$ cat src/rtl/alu_exec_unit.sv
// alu_exec_unit: execute-stage ALU with valid/ready handshakes on both sides.
//
// Function
//   One op per cycle for logic, arithmetic and compare ops.
//   Shifts use a small iterative shifter and stall upstream until they finish.
//
// Optional build macro
//   ALU_FAST_SHIFT_EN: shifts use a single-cycle barrel shifter, and every op
//   has latency 1. SHIFT is never entered, busy is tied low and SHIFT_STEP has
//   no effect.
//
// Ports
//   clk, rst_n          clock and asynchronous active-low reset
//   in_valid, in_ready  upstream handshake (in_ready is combinational from out_ready)
//   Operation           4-bit ALU operation code
//   SrcA, SrcB          operands; SrcB[log2(DATA_W)-1:0] is the shift amount
//   out_valid, out_ready downstream handshake
//   ALUResult, Zero     registered result and its zero flag
//   busy                high while an iterative shift is in progress
module alu_exec_unit #(
  parameter int unsigned DATA_W     = 32,
  parameter int unsigned SHIFT_STEP = 1
) (
  input  logic              clk,
  input  logic              rst_n,
  input  logic              in_valid,
  output logic              in_ready,
  input  logic [3:0]        Operation,
  input  logic [DATA_W-1:0] SrcA,
  input  logic [DATA_W-1:0] SrcB,
  output logic              out_valid,
  input  logic              out_ready,
  output logic [DATA_W-1:0] ALUResult,
  output logic              Zero,
  output logic              busy
);

  localparam int unsigned SH_W = $clog2(DATA_W);

  localparam logic [3:0] OP_AND  = 4'b0000;
  localparam logic [3:0] OP_OR   = 4'b0001;
  localparam logic [3:0] OP_XOR  = 4'b0010;
  localparam logic [3:0] OP_ADD  = 4'b0011;
  localparam logic [3:0] OP_SLL  = 4'b0100;
  localparam logic [3:0] OP_SRL  = 4'b0101;
  localparam logic [3:0] OP_NE   = 4'b0110;
  localparam logic [3:0] OP_EQ   = 4'b0111;
  localparam logic [3:0] OP_SUB  = 4'b1000;
  localparam logic [3:0] OP_SLTU = 4'b1001;
  localparam logic [3:0] OP_SRA  = 4'b1011;
  localparam logic [3:0] OP_SLT  = 4'b1111;

  typedef enum logic [1:0] {
    IDLE  = 2'd0,
    SHIFT = 2'd1,
    HOLD  = 2'd2
  } state_e;

  state_e            state_q, state_d;
  logic [DATA_W-1:0] result_q, result_d;
  logic              zero_q, zero_d;
  logic              out_valid_q, out_valid_d;
  logic [SH_W-1:0]   amt;
  logic              is_shift;
  logic              xfer;

  assign amt      = SrcB[SH_W-1:0];
  assign is_shift = (Operation == OP_SLL) || (Operation == OP_SRL) || (Operation == OP_SRA);

  // Accept in IDLE, or in HOLD when the held result leaves this same cycle.
  assign in_ready = (state_q == IDLE) || ((state_q == HOLD) && out_ready);
  assign xfer     = in_valid && in_ready;

  // Single-cycle result for everything except iterative shifts.
  function automatic logic [DATA_W-1:0] alu_op(input logic [3:0]        op,
                                               input logic [DATA_W-1:0] a,
                                               input logic [DATA_W-1:0] b);
    logic [DATA_W-1:0] r;
    r = '0;
    case (op)
      OP_AND:  r = a & b;
      OP_OR:   r = a | b;
      OP_XOR:  r = a ^ b;
      OP_ADD:  r = a + b;
      OP_SUB:  r = a - b;
      OP_SLT:  r = {{(DATA_W-1){1'b0}}, ($signed(a) < $signed(b))};
      OP_SLTU: r = {{(DATA_W-1){1'b0}}, (a < b)};
      OP_EQ:   r = {{(DATA_W-1){1'b0}}, (a == b)};
      OP_NE:   r = {{(DATA_W-1){1'b0}}, (a != b)};
`ifdef ALU_FAST_SHIFT_EN
      OP_SLL:  r = a << b[SH_W-1:0];
      OP_SRL:  r = a >> b[SH_W-1:0];
      OP_SRA:  r = $unsigned($signed(a) >>> b[SH_W-1:0]);
`else
      // Only reached with a zero shift amount; nonzero amounts iterate.
      OP_SLL, OP_SRL, OP_SRA: r = a;
`endif
      default: r = '0;
    endcase
    return r;
  endfunction

`ifndef ALU_FAST_SHIFT_EN
  localparam logic [SH_W-1:0] STEP = SH_W'(SHIFT_STEP);

  logic [DATA_W-1:0] acc_q, acc_d;
  logic [SH_W-1:0]   rem_q, rem_d;
  logic [3:0]        op_q, op_d;
  logic              busy_q, busy_d;
  logic [SH_W-1:0]   step_amt;
  logic [DATA_W-1:0] shifted;

  // Full step while enough remains, otherwise just the remainder.
  assign step_amt = (rem_q < STEP) ? rem_q : STEP;

  // One shifter iteration; SRA keeps the original MSB because acc_q[MSB] never changes.
  always_comb begin
    shifted = acc_q;
    case (op_q)
      OP_SLL:  shifted = acc_q << step_amt;
      OP_SRL:  shifted = acc_q >> step_amt;
      OP_SRA:  shifted = $unsigned($signed(acc_q) >>> step_amt);
      default: shifted = acc_q;
    endcase
  end

  assign busy = busy_q;
`else
  assign busy = 1'b0;
`endif

  // Next-state and next-output logic.
  always_comb begin
    state_d     = state_q;
    result_d    = result_q;
    zero_d      = zero_q;
    out_valid_d = out_valid_q;
`ifndef ALU_FAST_SHIFT_EN
    acc_d       = acc_q;
    rem_d       = rem_q;
    op_d        = op_q;
    busy_d      = busy_q;
`endif
    case (state_q)
      IDLE, HOLD: begin
        if ((state_q == HOLD) && out_ready) begin
          state_d     = IDLE;
          out_valid_d = 1'b0;
        end
        if (xfer) begin
`ifndef ALU_FAST_SHIFT_EN
          if (is_shift && (amt != '0)) begin
            state_d     = SHIFT;
            acc_d       = SrcA;
            rem_d       = amt;
            op_d        = Operation;
            busy_d      = 1'b1;
            out_valid_d = 1'b0;
          end else
`endif
          begin
            state_d     = HOLD;
            result_d    = alu_op(Operation, SrcA, SrcB);
            zero_d      = (result_d == '0);
            out_valid_d = 1'b1;
          end
        end
      end
`ifndef ALU_FAST_SHIFT_EN
      SHIFT: begin
        acc_d = shifted;
        rem_d = rem_q - step_amt;
        if (rem_d == '0) begin
          state_d     = HOLD;
          result_d    = shifted;
          zero_d      = (shifted == '0);
          out_valid_d = 1'b1;
          busy_d      = 1'b0;
        end
      end
`endif
      default: state_d = IDLE;
    endcase
  end

  // State and output registers.
  always_ff @(posedge clk or negedge rst_n) begin
    if (!rst_n) begin
      state_q     <= IDLE;
      result_q    <= '0;
      zero_q      <= 1'b1;
      out_valid_q <= 1'b0;
`ifndef ALU_FAST_SHIFT_EN
      acc_q       <= '0;
      rem_q       <= '0;
      op_q        <= '0;
      busy_q      <= 1'b0;
`endif
    end else begin
      state_q     <= state_d;
      result_q    <= result_d;
      zero_q      <= zero_d;
      out_valid_q <= out_valid_d;
`ifndef ALU_FAST_SHIFT_EN
      acc_q       <= acc_d;
      rem_q       <= rem_d;
      op_q        <= op_d;
      busy_q      <= busy_d;
`endif
    end
  end

  assign ALUResult = result_q;
  assign Zero      = zero_q;
  assign out_valid = out_valid_q;

endmodule

$ cat config.mk
export PLATFORM = sky130hd
export DESIGN_NAME = alu_exec_unit
export DESIGN_NICKNAME = d
export VERILOG_FILES = /design/src/rtl/alu_exec_unit.sv
export SDC_FILE = /design/constraint.sdc
export NUM_CORES = 1
export LEC_CHECK = 0
export CAP_MARGIN = 20
export CORE_ASPECT_RATIO = 0.7
export CORE_MARGIN = 2
export CORE_UTILIZATION = 40
export DETAILED_ROUTE_END_ITERATION = 6
export SYNTH_ARGS = -nofsm -noshare
export SYNTH_HDL_FRONTEND = slang
export SYNTH_SLANG_ARGS = --single-unit
$ cat constraint.sdc
create_clock -name clk -period 4.7 [get_ports clk]
set_input_delay 0.94 -clock clk [delete_from_list [all_inputs] [get_ports clk]]
set_output_delay 0.94 -clock clk [all_outputs]
set_load 0.03 [all_outputs]
==> Word-level counts from Yosys, hierarchy flattened <==
Cells that the tools add are included.
{ "word_totals": {"word_cells": 98, "inputBits": 72, "regBits": 78, "latch_bits": 0, "ram_bits": 0, "mem_count": 0, "rom_bits": 0} }
{ "op_classes": {"n_mux": 34, "bitwise_logic": 3, "div": 0, "n_mul": 0, "eq_ne": 23, "n_lt_le_gt_ge": 3, "shifts": 3, "n_reduce_logical": 21, "n_addsub": 3} }
{ "ops": {"columns": ["operator", "count"], "rows": [
  ["$pmux W32 S10", 1],
  ["$mux W32", 8],
  ["$pmux W32 S2", 2],
  ["$pmux W32 S3", 1],
  ["$logic_not A32 Y1", 2],
  ["$lt A32 B32 Y1", 2],
  ["$add A32 B32 Y32", 1],
  ["$and A32 B32 Y32", 1],
  ["$eq A32 B32 Y1", 1],
  ["$ne A32 B32 Y1", 1],
  ["$or A32 B32 Y32", 1],
  ["$shl A32 B5 Y32", 1],
  ["$shr A32 B5 Y32", 1],
  ["$sshr A32 B5 Y32", 1],
  ["$sub A32 B32 Y32", 1],
  ["$xor A32 B32 Y32", 1],
  ["$eq A4 B3 Y1 const B", 6],
  ["$eq A4 B4 Y1 const B", 5],
  ["$mux W5", 3],
  ["$mux W1", 10],
  ["$pmux W5 S2", 1],
  ["$reduce_and A3 Y1", 3],
  ["$eq A4 B2 Y1 const B", 2],
  ["$mux W2", 4],
  ["other kinds (20)", 30]
]} }

==> Depth between registers and ports, before layout <==
Gate-level depths: netlist of the first run.
{ "logic_depth": {"depth_word": 11, "depth_mapped": 15, "ltp_nobuf": 15} }

==> Least setup slack after synthesis of the first run <==
Ideal clock, no wire load.
{ "synth_timing": {"path_type": "in2reg", "start": "input port SrcA[0]", "end": "register zero_q (netlist: Zero)", "stages": 15, "setup_ns": 0.086, "path_buffers": 0, "t_arrival_ns": 3.896, "path_slack_ns": 0.718, "cell_sequence": "inv_1 > ha_1 > inv_1 > fa_1 > nor2b_1 > o31ai_1 > nor2_1 > o21a_1 > or3_1 > or4_1 > nor4b_2 > nand4_1 > nor4b_2 > nand4_1 > o31ai_2"} }
{ "synth_between": {"elab_chain_cells": 9} }
{ "synth_lines": {"columns": ["element", "line", "text"], "rows": [
  ["start, declared", "29", "input logic [DATA_W-1:0] SrcA,"],
  ["$sub A32 B32 Y32 (tied with other cells)", "85", "OP_SUB: r = a - b;"],
  ["$pmux W32 S10 (*)", "80", "case (op)"],
  ["$mux W32 (*)", "152", "if (is_shift && (amt != '0)) begin"],
  ["$mux W32 (*)", "150", "if (xfer) begin"],
  ["$mux W32 (*)", "144", "case (state_q)"],
  ["$logic_not A32 Y1 (*)", "164", "zero_d = (result_d == '0);"],
  ["$mux W1 (*)", "152", null],
  ["$mux W1 (*)", "150", null],
  ["$pmux W1 S2 (*)", "144", null],
  ["end signal, assigned", "202", "zero_q <= zero_d;"],
  ["end, declared", "61", "logic zero_q, zero_d;"]
]} }
Mark *: on every way between the ends. The rest lies on a longest branch, timed or not. The select of a mux whose other input is x is not followed.
A chain may end at the register's enable or synchronous reset.

==> Final worst setup path of the first run <==
{ "layout_timing": {"start": "input port SrcB[7]", "end": "register zero_q (netlist: Zero)"} }
{ "layout_between": {"elab_chain_cells": 9} }
{ "layout_lines": {"columns": ["element", "line", "text"], "rows": [
  ["start, declared", "30", "input logic [DATA_W-1:0] SrcB,"],
  ["$sub A32 B32 Y32 (tied with other cells)", "85", null],
  ["$pmux W32 S10 (*)", "80", null],
  ["$mux W32 (*)", "152", null],
  ["$mux W32 (*)", "150", null],
  ["$mux W32 (*)", "144", null],
  ["$logic_not A32 Y1 (*)", "164", null],
  ["$mux W1 (*)", "152", null],
  ["$mux W1 (*)", "150", null],
  ["$pmux W1 S2 (*)", "144", null]
]} }
Marked as above.

==> metrics.md, run 1 <==
| Metric | Value |
|---|---|
| Std-Cell Core Area | `0.0247 mm2` |
| Layout filler cell count | `2460` |
| Area share of the largest cell type after synthesis | `19.1%` |
| Post-synthesis sequential area ratio | `between 10% and 20%` |
| EDFF count, synth | `0` |
| Power Total | `4550 uW` |
| Buffer levels on the longest clock path | `2` |
| Total DRC errors in the routed layout | `0` |
| Buffers and inverters on the worst path | `4` |
| Req. time, crit path | `about 5.0 ns` |
| CTS Hold Bufs | `0` |
| M2 GR Usage | `46.5%` |
| Peak-usage layer in the global routing report | `met1` |
| CP Cell Sequence | `clkdlybuf4s50_1, inv_1, ha_1, inv_1, a2111oi_2, a2bb2oi_4, buf_4, a211oi_2, a221oi_2, a41oi_1, mux2_2, o22ai_1, or3_1, o31ai_2` |
| Share of async-settable or async-resettable flops after synthesis | `100%` |
| Std cell rows | `48` |
| Cell at the root of the clock tree | `sky130_fd_sc_hd__clkbuf_16` |
| Synth Flop Type | `sky130_fd_sc_hd__dfrtp_1` |
| Leakage power figure | `0.00604 uW` |
| Global router's overall resource usage | `34.1%` |
| Worst Path Arrival | `between 4 and 5 ns` |
| Final setup fails | `0` |
| CTS tree | `built` |
| Wire length of the first global-routing pass | `between 60 and 70 mm` |
| Syn nets | `1608` |
| Antenna cell count | `0` |
| Crit-path slowest cell | `sky130_fd_sc_hd__a2111oi_2` |
| Detail-routed net length per standard cell | `22.9 um` |
| Layout Skew | `0.00432 ns` |
| Storage cell area | `between 0.0015 and 0.002 mm2` |
| Slew of the pin with the lowest slew margin | `1.20 ns` |
| Avg Inst Size Synth | `7.04 um2` |
| Total number of H-tree levels | `3` |
| Worst max-slew margin expressed relative to the limit | `20.0%` |
| Post CTS Setup Buffer Count | `0` |
| Minimum period implied by the final worst setup slack | `4.53 ns` |
| Main area contributors after synthesis | `sky130_fd_sc_hd__dfrtp_1, sky130_fd_sc_hd__ha_1, sky130_fd_sc_hd__o21ai_0` |
| Status | `completed` |
| Met3 demand-to-capacity share in global routing | `8.40%` |
| Vias in the first global route | `about 11000` |
| Final layout net count | `1852` |
| Distinct cell type count after synthesis | `89` |
| Total die area | `around 0.027 mm2` |
| Endpoint class of the critical path | `flip-flop` |
| Cell mode on critical path | `sky130_fd_sc_hd__inv_1` |
| Via count | `12458` |
| Cell family with the largest share of critical-path delay | `compound AO/OA/AOI/OAI gates` |
| Clock transition at the registers of the reported paths | `0.06 ns` |
| Yosys Warn Count | `0` |
| Summed instance area of the synthesized netlist | `just over 0.01 mm2` |
| Total power per unit cell area | `340 mW/mm2` |
| Worst slack at placement | `-0.380 ns` |
| Clk_lat worst skew | `about 0.34 ns` |
| Path class of the lowest-slack min-delay path | `in2async` |
| Maximum number of pins on one net before global-route repair | `79` |
| Count of antenna-violating nets left after detailed routing | `0` |
| Worst Slack Setup Final | `0.173 ns` |
| Multi-input gate area in the final layout | `0.00748 mm2` |
| Aggregate routed wire length | `45.9 mm` |
| Share of final-layout standard cells stronger than drive strength 1 | `about 17%` |
| Initial Utilization | `40.8%` |
| Detailed-route vias per instance | `6.20` |
| Routing usage on met1 | `52.6%` |
| Maximum fanout encountered on the critical timing path | `5` |
| Setup_tns | `0 ns` |
| Floorplan die height | `137 um` |
| Classification of the worst setup path | `in2reg` |
| Count of final max-slew check failures | `0` |
| First-pass detailed-route iteration total | `5` |
| Delay contributed by the slowest stage of the critical path | `about 0.55 ns` |
| Routability Congestion | `a little under 1` |
| Count of endpoints failing hold in the final timing report | `0` |
| Count of pins on the block boundary | `108` |
| Half-perimeter wire length after placement | `36.0 mm` |
| Cts bufs inserted | `9` |
| Leading area contributor after synthesis | `sky130_fd_sc_hd__dfrtp_1` |
| RSZ-0062 raised after global routing | `no` |
| Clock sink total | `78` |
| Seq cells post-synth | `78` |
| Period utilisation layout | `96.3%` |
| Reported max-cap violation count | `0` |
| Grt ovf | `0` |
| Startpoint class of the critical path | `primary input` |
| Die width | `194 um` |
| Input/output buffers | `107` |
| Fmax | `0.221 GHz` |
| Number of antenna violations at the first check in global routing | `1` |
| Area added between synthesis and finish | `32.7%` |
| Worst VDD drop | `310 uV` |
| Cells after Synth | `1434` |
| Drt first-iter violations | `~1700` |
## final cells by class
type / count / area share [%]
clock buffer: 13 / 1.94
sequential: 78 / 14.6
tap: 325 / 3.04
multi-input combinational: 1149 / 55.9
inverter: 111 / 3.11
clock inverter: 3 / 0.673
timing repair buffer: 329 / 20.7
## cells in the mapped netlist (4+ instances only)
cell type                    n
sky130_fd_sc_hd__ha_1      100
sky130_fd_sc_hd__inv_1     111
sky130_fd_sc_hd__and3_1      8
sky130_fd_sc_hd__o31ai_1    16
sky130_fd_sc_hd__a211o_1     7
sky130_fd_sc_hd__a211oi_1   22
sky130_fd_sc_hd__nor2b_1    13
sky130_fd_sc_hd__nand2_1   149
sky130_fd_sc_hd__nand4_1    14
sky130_fd_sc_hd__o21bai_1   12
sky130_fd_sc_hd__a311oi_1    6
sky130_fd_sc_hd__o211ai_1   17
sky130_fd_sc_hd__a21o_1      8
sky130_fd_sc_hd__a221oi_1   15
sky130_fd_sc_hd__a21oi_1   108
sky130_fd_sc_hd__o22ai_1    11
sky130_fd_sc_hd__dfrtp_1    77
sky130_fd_sc_hd__buf_1       9
sky130_fd_sc_hd__nor2_1    157
sky130_fd_sc_hd__o311ai_0    4
sky130_fd_sc_hd__a221o_1    24
sky130_fd_sc_hd__nand2b_1   16
sky130_fd_sc_hd__o31a_1      4
sky130_fd_sc_hd__o21ai_1     9
sky130_fd_sc_hd__or3_1      10
sky130_fd_sc_hd__a31oi_1    32
sky130_fd_sc_hd__a41oi_1     6
sky130_fd_sc_hd__and2_1     16
sky130_fd_sc_hd__o221ai_1    6
sky130_fd_sc_hd__buf_2      21
sky130_fd_sc_hd__a22oi_1    28
sky130_fd_sc_hd__o211a_1     4
sky130_fd_sc_hd__clkbuf_1   65
sky130_fd_sc_hd__nor4_1     13
sky130_fd_sc_hd__xnor2_1    11
sky130_fd_sc_hd__o21a_1     10
sky130_fd_sc_hd__nand3_1    33
sky130_fd_sc_hd__nor3_1     25
sky130_fd_sc_hd__o21ai_0   153
sky130_fd_sc_hd__mux2i_1     6
## repair_timing
action | in CTS | in global routing
endpoints found under the setup margin | 1 | 7
resized for setup | 1 | 30
pin swaps | 0 | 8
cloned | 0 | 0
## metrics by stage
| stage | hold slack [ns] | util (%) | cell area (um2) | std cells |
|---|---|---|---|---|
| 4_1_cts | 0.474 | 53.4 | 13200 | 2007 |
| 5_1_grt | 0.416 | 54.1 | 13400 | 2008 |
| 2_1_floorplan | 0.469 | - | 10100 | 1434 |
| 6_report | 0.421 | 54.1 | 13400 | 2008 |
| 3_5_place_dp | 0.461 | 52.0 | 12900 | 1991 |
| 3_3_place_gp | 0.454 | 52.0 | 12900 | 1991 |
## worst paths after layout
check / slack, ns / start / cells past startpoint / to
worst max-delay path: 0.17 / SrcB[7] / 14 / Zero
worst min-delay path: 0.42 / rst_n / 1 / ALUResult[15]
worst max register to register: 0.50 / rem_q[1] / 13 / Zero
worst min register to register: 0.47 / ALUResult[15] / 2 / ALUResult[15]
max in group asynchronous: 3.64 / rst_n / 2 / Zero
min in group clk: 0.47 / ALUResult[15] / 2 / ALUResult[15]
## kinds of logic (layout without fill, tap and decap cells)
| group | after synthesis | in the layout | share of synthesized area (%) |
|---|---|---|---|
| fa+ha+maj | 102 | 102 | 12.8 |
| flops | 78 | 78 | 19.4 |
| xor+xnor | 11 | 11 | 0.954 |
| compound gates | 550 | 550 | 36.1 |
| mux | 7 | 7 | 0.707 |
| simple gates | 479 | 479 | 22.1 |
| buf+inv | 207 | 456 | 8.03 |
## flip-flops by register name, indices dropped and copies added (netlist names)
| name | flops |
|---|---|
| out_valid | 1 |
| op_q | 4 |
| state_q | 2 |
| Zero | 1 |
| rem_q | 5 |
| busy | 1 |
| acc_q | 32 |
| ALUResult | 32 |
## cell usage in the layout (no fill, tap or decap), types with 32 or more instances in the layout
cell type,instances
sky130_fd_sc_hd__dfrtp_1,77
sky130_fd_sc_hd__a31oi_1,32
sky130_fd_sc_hd__a21oi_1,107
sky130_fd_sc_hd__ha_1,99
sky130_fd_sc_hd__inv_1,111
sky130_fd_sc_hd__nand3_1,33
sky130_fd_sc_hd__buf_4,221
sky130_fd_sc_hd__o21ai_0,150
sky130_fd_sc_hd__nor2_1,153
sky130_fd_sc_hd__clkdlybuf4s50_1,102
sky130_fd_sc_hd__nand2_1,149
## per-layer routing
layer	share of wire [%]	vias up
met3	11	82
li1	-	5734
met1	47	5883
met2	39	757
met4	2.8	2
met5	0.028	-
## power breakdown
group,switching (uW),total (uW),internal [uW]
clock network,288,837,549
logic,1500,2510,1010
registers,271,1200,928
(Power assumes the default switching activity.)
==> run 2, diff against run 1 <==
--- a/config.mk
+++ b/config.mk
@@ -10,6 +10,7 @@
 export CORE_MARGIN = 2
 export CORE_UTILIZATION = 40
 export DETAILED_ROUTE_END_ITERATION = 6
+export SETUP_SLACK_MARGIN = 0.15
 export SYNTH_ARGS = -nofsm -noshare
 export SYNTH_HDL_FRONTEND = slang
 export SYNTH_SLANG_ARGS = --single-unit
==> metrics.md, run 2 (synthesized netlist as in run 1, its figures left out) <==
| Metric | Value |
|---|---|
| Switching portion of total power | `45.3%` |
| Worst Path Arrival | `4.66 ns` |
| Final setup fails | `0` |
| Clock sink total | `78` |
| Endpoint class of the critical path | `flip-flop` |
| Multi-input gate area in the final layout | `0.00757 mm2` |
| Worst slack at placement | `-0.380 ns` |
| Total DRC errors in the routed layout | `0` |
| Count of pins on the block boundary | `108` |
| Std cell rows | `48` |
| First-pass detailed-route iteration total | `5` |
| Floorplan die height | `137 um` |
| Cell mode on critical path | `sky130_fd_sc_hd__buf_4` |
| Leakage power figure | `about 0.006 uW` |
| Startpoint class of the critical path | `primary input` |
| Area added between synthesis and finish | `33.7%` |
| Classification of the worst setup path | `in2reg` |
| Grt ovf | `0` |
| Delay contributed by the slowest stage of the critical path | `0.55 ns` |
| Slew of the pin with the lowest slew margin | `1.25 ns` |
| Worst max-slew margin expressed relative to the limit | `between 15 and 20%` |
| Met3 routed wirelength | `5.05 mm` |
| Maximum fanout encountered on the critical timing path | `7` |
| Req. time, crit path | `about 5 ns` |
| Number of cells on the worst reg-to-reg path | `13` |
| Placed cell areas | `0.0129 mm2` |
| Path class of the lowest-slack min-delay path | `in2async` |
| Fmax | `roughly 0.23 GHz` |
| CTS tree | `built` |
| Detail-routed net length per standard cell | `22.9 um` |
| Layout Skew | `0.00325 ns` |
| Internal power | `roughly 2500 uW` |
| Worst VDD drop | `310 uV` |
| Maximum number of pins on one net before global-route repair | `79` |
| Share of final-layout standard cells stronger than drive strength 1 | `18.1%` |
| Final layout net count | `1856` |
| Final instance area | `0.0135 mm2` |
| Drt first-iter violations | `about 1600` |
| Buffers and inverters on the worst path | `5` |
| Number of antenna violations at the first check in global routing | `1` |
| Count of endpoints failing hold in the final timing report | `0` |
| Sequential cell fraction of total power | `between 20% and 30%` |
| Total die area | `0.0265 mm2` |
| Met1 wire length | `21.8 mm` |
| Switching power summed over all nets | `between 2000 and 2500 uW` |
| Startpoint of the most critical register-to-register path | `rem_q[1]` |
| Std-Cell Core Area | `0.0247 mm2` |
| Clock share of power | `18.3%` |
| Wire length of the first global-routing pass | `between 60 and 70 mm` |
| Initial Utilization | `40.8%` |
| Reported max-cap violation count | `0` |
| Cell family with the largest share of critical-path delay | `compound AO/OA/AOI/OAI gates` |
| Crit-path slowest cell | `sky130_fd_sc_hd__clkdlybuf4s50_1` |
| Count of antenna-violating nets left after detailed routing | `0` |
| Aggregate routed wire length | `46.0 mm` |
| Status | `completed` |
| Vias in the first global route | `11428` |
| Count of final max-slew check failures | `0` |
| Total number of H-tree levels | `3` |
| Via count | `roughly 13000` |
| Buffer levels on the longest clock path | `2` |
| Setup_tns | `0 ns` |
| Storage cell area | `approximately 0.0020 mm2` |
| Detailed-route vias per instance | `6.21` |
| Clk_lat worst skew | `0.34 ns` |
| Layout filler cell count | `2456` |
| Most common library cell in the layout ignoring fill and taps | `sky130_fd_sc_hd__buf_4` |
| Met2 routed wirelength | `17.7 mm` |
| Combinational group share of total power | `~55%` |
| Period utilisation layout | `93.5%` |
| Worst Slack Setup Final | `0.304 ns` |
| Total power per unit cell area | `~340 mW/mm2` |
| Crit. Startpoint | `SrcB[3]` |
| Global router's overall resource usage | `34.2%` |
| Cell at the root of the clock tree | `sky130_fd_sc_hd__clkbuf_16` |
| Uppermost signal routing layer after detailed routing | `met4` |
| CTS Hold Bufs | `0` |
| Cts bufs inserted | `9` |
| Minimum period implied by the final worst setup slack | `4.40 ns` |
| Total stage count of the critical path | `17` |
| Routability Congestion | `a little under 1` |
| Antenna cell count | `0` |
| Final standard cell utilization of the core | `54.5%` |
| Half-perimeter wire length after placement | `36.0 mm` |
| Power Total | `4560 uW` |
| RSZ-0062 raised after global routing | `yes` |
| CP Cell Sequence | `clkdlybuf4s50_1, inv_1, ha_1, buf_4, nand2b_1, o311ai_2, buf_4, a2bb2oi_4, buf_4, a211oi_2, a221oi_2, a41oi_1, o41a_1, or3_1, o211ai_1, nor2_1, o21ai_1` |
| Die width | `194 um` |
| Input/output buffers | `107` |
| Highest-count cells in the layout ignoring fill and taps | `sky130_fd_sc_hd__buf_4, sky130_fd_sc_hd__nor2_1, sky130_fd_sc_hd__nand2_1` |
| Clock transition at the registers of the reported paths | `0.06 ns` |
## run 2: changes by cell type in the layout (fill, tap and decap cells not counted), moves of 2 or more
cell | previous run | this run
sky130_fd_sc_hd__a211oi_2 | 2 | 5
sky130_fd_sc_hd__buf_4 | 221 | 224
sky130_fd_sc_hd__nor2_1 | 153 | 150
sky130_fd_sc_hd__nor2_2 | 4 | 7
sky130_fd_sc_hd__nor2b_1 | 13 | 10
sky130_fd_sc_hd__a2111oi_2 | 2 | 0
sky130_fd_sc_hd__a2111oi_4 | 0 | 2
sky130_fd_sc_hd__a211oi_1 | 20 | 18
sky130_fd_sc_hd__clkbuf_2 | 0 | 2
sky130_fd_sc_hd__dlymetal6s2s_1 | 4 | 2
sky130_fd_sc_hd__nor2b_2 | 0 | 2
sky130_fd_sc_hd__o21ai_0 | 150 | 148
## run 2: routing by layer
layer | vias to the layer above | GRT usage [%]
li1 | 5742 | -
met1 | 5948 | 52.5
met2 | 734 | 46.5
met3 | 79 | 8.50
met4 | 0 | 8.88
met5 | - | 0
## run 2: cell type report
| class | instances | share of cell area (%) |
|---|---|---|
| multi-input combinational | 1149 | 56.1 |
| timing repair buffer | 333 | 20.7 |
| sequential | 78 | 14.5 |
| inverter | 111 | 3.09 |
| tap | 325 | 3.01 |
| clock buffer | 13 | 1.93 |
| clock inverter | 3 | 0.668 |
## run 2: stage by stage
stage	std cells	hold WS, ns
3_3_place_gp	1991	0.454
4_1_cts	2007	0.474
5_1_grt	2012	0.416
6_report	2012	0.422
3_5_place_dp	1991	0.461
2_1_floorplan	1434	0.469
## run 2: power by group through the flow
stage | clock network [uW] | registers (uW) | logic [uW]
finish | 837 | 1200 | 2530
global route | 874 | 1230 | 2720
CTS | 839 | 1190 | 2430
detailed placement | 0 | 1190 | 2410
global placement | 0 | 1190 | 2400
floorplan | 0 | 1290 | 1240
## run 2: path summary, 6_finish.rpt
kind	slack, ns	end
worst max-delay path	0.30	ALUResult[30]
worst min-delay path	0.42	rem_q[3]
worst max register to register	0.54	Zero
worst min register to register	0.47	ALUResult[15]
max in group asynchronous	3.64	Zero
min in group clk	0.47	ALUResult[15]
## run 2: timing repair
item,in CTS,in global routing
pin swaps,5,11
setup buffers,0,4
setup endpoints to repair,3,9
resized for setup,11,45
